--- config.mk ---
export PLATFORM = sky130hd
export DESIGN_NAME = data_mover_bram_mc
export DESIGN_NICKNAME = d
export VERILOG_FILES = /design/src/rtl/data_mover_bram_mc.sv
export SDC_FILE = /design/constraint.sdc
export NUM_CORES = 1
export LEC_CHECK = 0
export CAP_MARGIN = 20
export CORE_ASPECT_RATIO = 0.8
export CORE_UTILIZATION = 45
export DETAILED_ROUTE_END_ITERATION = 6
export GPL_ROUTABILITY_DRIVEN = 0
export PLACE_DENSITY = 0.77
export RECOVER_POWER = 25
export SETUP_SLACK_MARGIN = 0.2
export SLEW_MARGIN = 20
export SYNTH_ARGS = -nofsm -noshare
export SYNTH_HDL_FRONTEND = slang
export SYNTH_SLANG_ARGS = --single-unit
--- constraint.sdc ---
create_clock -name clk -period 8.5 [get_ports clk]
set_input_delay 2.55 -clock clk [delete_from_list [all_inputs] [get_ports clk]]
set_output_delay 2.55 -clock clk [all_outputs]
set_load 0.005 [all_outputs]
--- src/rtl/data_mover_bram_mc.sv ---
// BRAM-to-BRAM data mover: copies a block from BRAM0 to BRAM1 through a fixed-latency
// register line, or fills a BRAM1 block with a constant. One element per cycle.
module data_mover_bram_mc #(
    parameter int CNT_BIT    = 31,
    parameter int DWIDTH     = 32,
    parameter int AWIDTH     = 12,
    parameter int CORE_DELAY = 5
) (
    input  logic               clk,
    input  logic               reset_n,
    input  logic               i_run,
    input  logic               i_abort,
    input  logic               i_mode,
    input  logic [AWIDTH-1:0]  i_src_base,
    input  logic [AWIDTH-1:0]  i_dst_base,
    input  logic [CNT_BIT-1:0] i_num_cnt,
    input  logic [DWIDTH-1:0]  i_fill_data,
    output logic               o_idle,
    output logic               o_read,
    output logic               o_write,
    output logic               o_done,
    output logic [AWIDTH-1:0]  addr_b0,
    output logic               ce_b0,
    output logic               we_b0,
    input  logic [DWIDTH-1:0]  q_b0,
    output logic [DWIDTH-1:0]  d_b0,
    output logic [AWIDTH-1:0]  addr_b1,
    output logic               ce_b1,
    output logic               we_b1,
    input  logic [DWIDTH-1:0]  q_b1,
    output logic [DWIDTH-1:0]  d_b1
);

    typedef enum logic [1:0] {S_IDLE, S_RUN, S_DRAIN, S_DONE} state_t;

    // The BRAM1 write register is the last stage of the line, so only CORE_DELAY-1 live here.
    localparam int NSTG = CORE_DELAY - 1;

    state_t             state_q, state_d;
    logic [CNT_BIT-1:0] num_q, num_d;
    logic [CNT_BIT-1:0] rd_cnt_q, rd_cnt_d;
    logic [CNT_BIT-1:0] wr_cnt_q, wr_cnt_d;
    logic               mode_q, mode_d;
    logic [AWIDTH-1:0]  src_q, src_d;
    logic [AWIDTH-1:0]  dst_q, dst_d;
    logic [DWIDTH-1:0]  fill_q, fill_d;
    logic               ce_b0_q, ce_b0_d;
    logic [AWIDTH-1:0]  addr_b0_q, addr_b0_d;
    logic               wr_q, wr_d;
    logic [AWIDTH-1:0]  addr_b1_q, addr_b1_d;
    logic [DWIDTH-1:0]  d_b1_q, d_b1_d;
    logic               rd_vld_q, rd_vld_d;
    logic [DWIDTH-1:0]  dl_data_q [NSTG];
    logic [DWIDTH-1:0]  dl_data_d [NSTG];
    logic [NSTG-1:0]    dl_vld_q, dl_vld_d;
    logic               unused_q_b1;

    assign unused_q_b1 = ^q_b1;

    always_comb begin
        state_d   = state_q;
        num_d     = num_q;
        mode_d    = mode_q;
        src_d     = src_q;
        dst_d     = dst_q;
        fill_d    = fill_q;
        rd_cnt_d  = rd_cnt_q;
        wr_cnt_d  = wr_cnt_q + CNT_BIT'(wr_q);
        ce_b0_d   = 1'b0;
        addr_b0_d = addr_b0_q;
        wr_d      = 1'b0;
        addr_b1_d = addr_b1_q;
        d_b1_d    = d_b1_q;
        // q_b0 is valid the cycle after the strobe; rd_vld_q marks that cycle.
        rd_vld_d     = ce_b0_q;
        dl_data_d[0] = q_b0;
        dl_vld_d[0]  = rd_vld_q;
        for (int j = 1; j < NSTG; j++) begin
            dl_data_d[j] = dl_data_q[j-1];
            dl_vld_d[j]  = dl_vld_q[j-1];
        end

        if (dl_vld_q[NSTG-1]) begin
            wr_d      = 1'b1;
            addr_b1_d = dst_q + AWIDTH'(wr_cnt_d);
            d_b1_d    = dl_data_q[NSTG-1];
        end

        unique case (state_q)
            S_IDLE: begin
                if (i_run) begin
                    num_d    = i_num_cnt;
                    mode_d   = i_mode;
                    src_d    = i_src_base;
                    dst_d    = i_dst_base;
                    fill_d   = i_fill_data;
                    rd_cnt_d = '0;
                    wr_cnt_d = '0;
                    if (i_num_cnt == '0) begin
                        state_d = S_DONE;
                    end else begin
                        state_d  = S_RUN;
                        rd_cnt_d = CNT_BIT'(1);
                        if (i_mode) begin
                            wr_d      = 1'b1;
                            addr_b1_d = i_dst_base;
                            d_b1_d    = i_fill_data;
                        end else begin
                            ce_b0_d   = 1'b1;
                            addr_b0_d = i_src_base;
                        end
                    end
                end
            end
            S_RUN: begin
                if (rd_cnt_q == num_q) begin
                    state_d = mode_q ? S_DONE : S_DRAIN;
                end else begin
                    rd_cnt_d = rd_cnt_q + CNT_BIT'(1);
                    if (mode_q) begin
                        wr_d      = 1'b1;
                        addr_b1_d = dst_q + AWIDTH'(rd_cnt_q);
                        d_b1_d    = fill_q;
                    end else begin
                        ce_b0_d   = 1'b1;
                        addr_b0_d = src_q + AWIDTH'(rd_cnt_q);
                    end
                end
            end
            S_DRAIN: begin
                if (wr_q && (wr_cnt_q == num_q - CNT_BIT'(1)))
                    state_d = S_DONE;
            end
            S_DONE:  state_d = S_IDLE;
            default: state_d = S_IDLE;
        endcase

        // Abort wins over completion and discards everything in flight.
        if (i_abort && (state_q == S_RUN || state_q == S_DRAIN)) begin
            state_d   = S_IDLE;
            ce_b0_d   = 1'b0;
            wr_d      = 1'b0;
            rd_vld_d  = 1'b0;
            dl_vld_d  = '0;
            addr_b0_d = addr_b0_q;
            addr_b1_d = addr_b1_q;
            d_b1_d    = d_b1_q;
        end
    end

    always_ff @(posedge clk or negedge reset_n) begin
        if (!reset_n) begin
            state_q   <= S_IDLE;
            num_q     <= '0;
            mode_q    <= 1'b0;
            src_q     <= '0;
            dst_q     <= '0;
            fill_q    <= '0;
            rd_cnt_q  <= '0;
            wr_cnt_q  <= '0;
            ce_b0_q   <= 1'b0;
            addr_b0_q <= '0;
            wr_q      <= 1'b0;
            addr_b1_q <= '0;
            d_b1_q    <= '0;
            rd_vld_q  <= 1'b0;
            dl_vld_q  <= '0;
            for (int j = 0; j < NSTG; j++) dl_data_q[j] <= '0;
        end else begin
            state_q   <= state_d;
            num_q     <= num_d;
            mode_q    <= mode_d;
            src_q     <= src_d;
            dst_q     <= dst_d;
            fill_q    <= fill_d;
            rd_cnt_q  <= rd_cnt_d;
            wr_cnt_q  <= wr_cnt_d;
            ce_b0_q   <= ce_b0_d;
            addr_b0_q <= addr_b0_d;
            wr_q      <= wr_d;
            addr_b1_q <= addr_b1_d;
            d_b1_q    <= d_b1_d;
            rd_vld_q  <= rd_vld_d;
            dl_vld_q  <= dl_vld_d;
            dl_data_q <= dl_data_d;
        end
    end

    assign o_idle  = (state_q == S_IDLE);
    assign o_done  = (state_q == S_DONE);
    assign o_read  = ce_b0_q;
    assign o_write = wr_q;
    assign addr_b0 = addr_b0_q;
    assign ce_b0   = ce_b0_q;
    assign we_b0   = 1'b0;
    assign d_b0    = '0;
    assign addr_b1 = addr_b1_q;
    assign ce_b1   = wr_q;
    assign we_b1   = wr_q;
    assign d_b1    = d_b1_q;

endmodule

==> impl_metrics.csv, run 1 <==
group,metric,value,unit
clocking,cts_max_path_buffers,3,
placed_design,numPortBuffers,186,
timing,fmax,180.7,MHz
job,maxCapViolations,0,
critical_path,path_max_fanout,39,
power,ir_drop,0.0001765,V
placed_design,detailedPlace.worstSlack,2479,ps
yosys,synth.avg_cell_area,9.615,um^2
clocking,clk_latency,530,ps
die,initial_core_util,45.59,%
critical_path,slowest_delay,750,ps
global_route,first_global_vias,13570,
global_route,antenna_found_initial,0,
clocking,cts_made_buffers,36,
placed_design,dp_hpwl,29470,um
critical_path,cp_num_buf_inv,1,
worst_hold_path,min_from,"dl_data_d[31]",
critical_path,cp_cell_sequence,"clkdlybuf4s50_1 > and2_4 > nand2_1 > nor2_4 > nor2_1 > a21oi_1 > nor2_1 > a222oi_1 > o21ai_0",
die,ios,252,
final_layout,fin_area,20180,um^2
critical_path,timing.rr.end,"addr_b1[3]",
power,p_leak,0.008923,uW
yosys,synth_ff_type,"dfrtp_1",
die,die_w,218.4,um
timing,slew_headroom,36.09,%
routing,post_drt_wl_per_cell,18.28,um
critical_path,path_class,"in2reg",
critical_path,r2r_cells,11,
timing,finalHoldViolCount,0,
yosys,yosys.cell_types.count,76,
timing,finalSetupViolCount,0,
die,fp.dieH,175.1,um
critical_path,required,8870,ps
yosys,syn_inst,1753,
clocking,ctsRootBufferMaster,"clkbuf_16",
placed_design,dpl_cell_area,18910,um^2
timing,grt_setup_unrepaired,"no",
die,coreArea,36970,um^2
critical_path,reg2reg_slack,4160,ps
clocking,htree_levels,2,
yosys,synth_edf_count,0,
routing,drt_first_pass_iters,5,
critical_path,critPathArrivalTime,5910,ps
yosys,synth_area_leaders,"dfrtp_1, nand2_1, xnor2_1",
yosys,synth.most_common_cell,"dfrtp_1",
timing,fin_tns_setup,0,ps
routing,drt_drc_violations_left,0,
timing,fin_skew,22.05,ps
clocking,tritoncts,"yes",
worst_hold_path,hold_end,"dl_data_q[31]",
critical_path,worstSetupEndpointType,"flop",
global_route,grt_max_degree,170,
routing,drtAntennaViolNets,0,
yosys,yosysTopAreaCellShare,50.92,%
critical_path,worst_setup_path_start_kind,"primary input",
final_layout,area_growth_syn_to_layout,19.75,%
critical_path,crit_start,"i_run",
clocking,clkTransAtPathRegs,60,ps
die,dieArea,38240,um^2
critical_path,slowest_stage,"nor2_4",
clocking,cts_setup_buffers,0,
yosys,ys_warn_count,0,
timing,drv_slew,0,
final_layout,num-fill-cells,3177,
final_layout,antenna_cells,0,
routing,vias,13410,
routing,vias_per_cell,5.600,
yosys,synth_commonest_cells,"dfrtp_1, nand2_1, nor2_1",
final_layout,final_core_util,54.59,%
clocking,cts_resized,0,
routing,initialDrtViolationCount,1042,
yosys,synth_seq_cells,343,
global_route,grt_use_total,23.17,%
routing,wirelength,43780,um
timing,worst_pin_slew,956.4,ps
clocking,holdBufCountCts,0,
run_status,status,"finished, final reports clean",
die,num_rows,63,
global_route,overflow,0,
yosys,async_flop_share,100.0,%
timing,fin_crit,5533,ps
worst_hold_path,hold_class,"reg2reg",
critical_path,r2r-start,"state_q[1]",
worst_hold_path,hold-path-cell-count,0,
critical_path,crit_cells,9,
global_route,grt_pass1_wl,70840,um
yosys,synth_top_area_cell,"dfrtp_1",
critical_path,critPathTopFamily,"simple AND/OR/NAND/NOR gates",
final_layout,drive_above_1_share,4.927,%
critical_path,path_common_cell,"nor2_1",
timing,fin_crit_sh,65.10,%
timing,worst_slack,2967,ps
power,power-per-cell-area,340.3,nW/um^2
final_layout,layout.nets,2082,
yosys,synth_area,16850,um^2
clocking,clock_sinks,343,
yosys,yosysSeqAreaShare,50.92,%
==> metal layers <==
metal  wire length (um)  GRT usage [%]  vias to the layer above
met3               2909          4.334                      106
met5                  0              0                        -
met1              18810          31.16                     6593
met2              20420          36.48                      485
li1                   -              -                     6228
met4               1647          10.14                        0
==> per-stage QoR <==
stage | cells | power [uW] | hold WS, ps
2_1_floorplan | 1785 | 4201 | 331.2
3_3_place_gp | 2330 | 5030 | 331.5
3_5_place_dp | 2330 | 5160 | 334.7
4_1_cts | 2395 | 6878 | 346.6
5_1_grt | 2395 | 7312 | 347.4
6_report | 2395 | 6868 | 345.5
==> worst reg2reg max path: cells and delay by family, from the launching register on <==
| family | cells | cell delay [ps] |
|---|---|---|
| buf+inv | 2 | 670 |
| simple gates | 5 | 1940 |
| fa+ha+maj | 1 | 230 |
| flops | 1 | 420 |
| compound gates | 3 | 930 |
==> how the worst max path moves through the flow <==
stage | to | slack [ps]
after floorplan | addr_b1[6] | 4250
after CTS | addr_b1[3] | 3030
after global routing | addr_b1[2] | 2740
final | addr_b1[3] | 2970
after global placement | addr_b1[2] | 2570
after detailed placement | addr_b1[3] | 2480
==> report_power, final <==
group | switching [uW] | internal (uW)
combinational | 1530 | 1170
clock | 648 | 1030
sequential | 450 | 2040
==> state kept, by name (all words and copies together) (netlist names), 2 cells and up <==
signal	cells
rd_cnt_q	31
wr_cnt_q	31
dl_data_d	96
src_q	12
addr_b1	12
num_q	31
dl_data_q	32
d_b1	32
dl_vld_q	4
state_q	2
fill_q	32
dst_q	12
addr_b0	12
==> final cells by class <==
type	instances	area, um^2	area share [%]
clock buffer	53	1067	5.288
clock inverter	12	201.4	0.9981
inverter	21	78.83	0.3906
multi-input combinational	1281	7672	38.01
sequential	343	8584	42.53
tap	487	609.3	3.019
timing repair buffer	198	1969	9.758
==> cells in the final DEF, fill, tap and decap left out, types with 4 or more instances in the layout <==
cell / count
dfrtp_1: 342
nand2_1: 331
clkdlybuf4s50_1: 153
nor2_1: 144
a21oi_1: 111
xnor2_1: 78
xor2_1: 72
nor3_1: 51
o21ai_0: 49
mux2i_1: 45
ha_1: 40
clkbuf_16: 38
conb_1: 33
dlygate4sd3_1: 32
a31oi_1: 30
nand3_1: 28
o211ai_1: 24
nand4_1: 23
nor4_1: 21
inv_1: 20
and2_1: 20
or3_1: 17
a221oi_1: 16
and3_1: 12
nor2b_1: 12
a21o_1: 12
buf_4: 11
a211oi_1: 10
clkbuf_1: 9
and4_1: 8
o21a_1: 6
clkbuf_8: 6
nand2b_1: 5
o21bai_1: 5
bufinv_16: 5
or4_1: 4
o31ai_1: 4
a2111oi_0: 4
a222oi_1: 4
clkinv_2: 4
==> kinds of logic after synthesis <==
group / share of synthesized area (%)
fa+ha+maj: 3.474
other cells: 0.02225
compound gates: 11.54
flops: 50.92
mux: 2.739
simple gates: 19.02
xor+xnor: 7.795
buf+inv: 4.491
No activity file was read; power rests on OpenSTA's default activity.
==> run 2: changes to the inputs <==
--- a/config.mk
+++ b/config.mk
@@ -10,7 +10,7 @@
 export CORE_UTILIZATION = 45
 export DETAILED_ROUTE_END_ITERATION = 6
 export GPL_ROUTABILITY_DRIVEN = 0
-export PLACE_DENSITY = 0.77
+export PLACE_DENSITY = 0.8
 export RECOVER_POWER = 25
 export SETUP_SLACK_MARGIN = 0.2
 export SLEW_MARGIN = 20
==> constraint.sdc (replaced) <==
create_clock -name clk -period 5 [get_ports clk]
set_input_delay 1.5 -clock clk [delete_from_list [all_inputs] [get_ports clk]]
set_output_delay 1.5 -clock clk [all_outputs]
set_load 0.005 [all_outputs]
==> run 2 against run 1 <==
The flow now finishes with violations (max-capacitance violations, max-slew violations). Register-to-register slack got worse by 3100 ps. Combinational power increased by 70%. Clock power increased by 60%. Critical endpoint is now o_idle. Sequential share of layout area about the same. Die area unchanged. Hold slack got worse by 5.6 ps. Utilization decreased by 0.051 points. Count of clock-buffer cells in the layout decreased by 3. Routed wire length increased by 0.77%.
==> impl_metrics.csv, run 2 (same netlist as run 1, synthesis figures left out) <==
group,metric,value,unit
critical_path,slowest_stage,"clkdlybuf4s50_1",
clocking,clock_sinks,343,
critical_path,r2r_cells,12,
die,initial_core_util,45.59,%
worst_hold_path,hold_class,"reg2reg",
global_route,grt_max_degree,120,
placed_design,dp_hpwl,30530,um
global_route,first_global_vias,13500,
final_layout,mostFrequentLayoutCells,"dfrtp_1, nand2_1, clkdlybuf4s50_1",
routing,vias_per_cell,5.665,
routing,drtAntennaViolNets,0,
timing,fin_tns_setup,0,ps
timing,finalHoldViolCount,0,
final_layout,final_core_util,54.54,%
routing,wirelength,44120,um
final_layout,fin_area,20160,um^2
timing,fmax,242.2,MHz
job,maxCapViolations,1,
timing,drv_slew,117,
clocking,clk_latency,550,ps
global_route,grt_use_total,23.30,%
final_layout,layout.nets,2088,
timing,worst_pin_slew,3101,ps
critical_path,cp_num_buf_inv,3,
clocking,cts_resized,0,
die,fp.dieH,175.1,um
placed_design,dpl_cell_area,18990,um^2
final_layout,area_growth_syn_to_layout,19.63,%
die,coreArea,36970,um^2
timing,slew_headroom,-106.7,%
clocking,holdBufCountCts,0,
clocking,cts_max_path_buffers,3,
power,ir_drop,0.0003232,V
global_route,grt_pass1_wl,71130,um
routing,initialDrtViolationCount,1130,
die,num_rows,63,
die,die_w,218.4,um
final_layout,ff_latch_area,8584,um^2
critical_path,worst_setup_path_start_kind,"flop",
routing,vias,13600,
critical_path,critPathTopFamily,"buffers and inverters",
clocking,cts_setup_buffers,0,
timing,fin_skew,20.00,ps
critical_path,path_max_fanout,37,
critical_path,required,3500,ps
timing,whs,339.9,ps
power,p_leak,0.008927,uW
critical_path,slowest_delay,600,ps
placed_design,detailedPlace.worstSlack,489.2,ps
run_status,status,"complete, but fails checks",
final_layout,drive_above_1_share,5.227,%
final_layout,layout_commonest_cell,"dfrtp_1",
clocking,clkTransAtPathRegs,60,ps
final_layout,largest_reg_flops,96,
final_layout,antenna_cells,0,
critical_path,worstSetupEndpointType,"output pin",
final_layout,multi_input_area,7672,um^2
critical_path,crit_cells,4,
die,ios,252,
clocking,tritoncts,"yes",
die,dieArea,38240,um^2
clocking,ctsRootBufferMaster,"clkbuf_16",
critical_path,critPathArrivalTime,2630,ps
critical_path,cp_cell_sequence,"inv_1 > ha_2 > buf_4 > clkdlybuf4s50_1",
routing,drt_first_pass_iters,7,
final_layout,num-fill-cells,3098,
run_status,violations,"max-capacitance violations, max-slew violations",
global_route,overflow,0,
routing,post_drt_wl_per_cell,18.38,um
timing,fin_crit,4128,ps
worst_hold_path,hold-path-cell-count,0,
timing,worst_slack,871.6,ps
clocking,cts_made_buffers,35,
timing,finalSetupViolCount,0,
clocking,htree_levels,2,
timing,grt_setup_unrepaired,"no",
placed_design,numPortBuffers,186,
global_route,antenna_found_initial,0,
timing,fin_crit_sh,82.57,%
routing,drt_drc_violations_left,0,
power,power-per-cell-area,572.2,nW/um^2
critical_path,path_class,"reg2out",
-- run 2: metrics by stage --
stage	cells	total power, uW
2_1_floorplan	1785	7142
3_3_place_gp	2337	8544
3_5_place_dp	2337	8807
4_1_cts	2400	11540
5_1_grt	2400	12260
6_report	2400	11540
-- run 2: path summary, 6_finish.rpt --
kind                          startpoint            end  slack, ps
hold reg to reg            dl_data_d[72]  dl_data_d[40]        340
setup reg to reg                   ce_b1    addr_b1[11]       1090
max in group asynchronous        reset_n    dl_vld_q[3]       1040
hold / removal             dl_data_d[72]  dl_data_d[40]        340
min in group asynchronous        reset_n  dl_data_d[73]       1910
setup / recovery              state_q[1]         o_idle        870
-- run 2: final cells by class --
class,count,share of cell area (%)
well taps,487,3.022
inverters,21,0.3909
clock buffers,50,4.970
flip-flops and latches,343,42.57
repair buffers,205,10.10
clock inverters,13,0.8935
multi-input cells,1281,38.05
-- run 2: metal layers --
layer	global-route usage (%)	wire, um	vias up
li1	-	-	6233
met1	31.54	18610	6653
met2	36.87	20460	591
met3	4.125	3366	120
met4	9.703	1682	0
met5	0	0	-
-- run 2: worst register-to-register path: stages, from the launching register on --
cell	delay, ps
dfrtp_1	550
ha_1	330
xor2_1	320
ha_1	320
a211oi_1	240
o21bai_1	140
a221oi_1	430
nor2_1	90
a2111oi_0	640
o21bai_1	120
a21oi_1	200
xnor2_1	100
o32ai_1	310
-- run 2: report_power, final --
group | switching, uW | total (uW) | internal (uW)
sequential | 772 | 4230 | 3460
combinational | 2620 | 4620 | 2000
clock | 1110 | 2680 | 1570
total | 4500 | 11500 | 7040
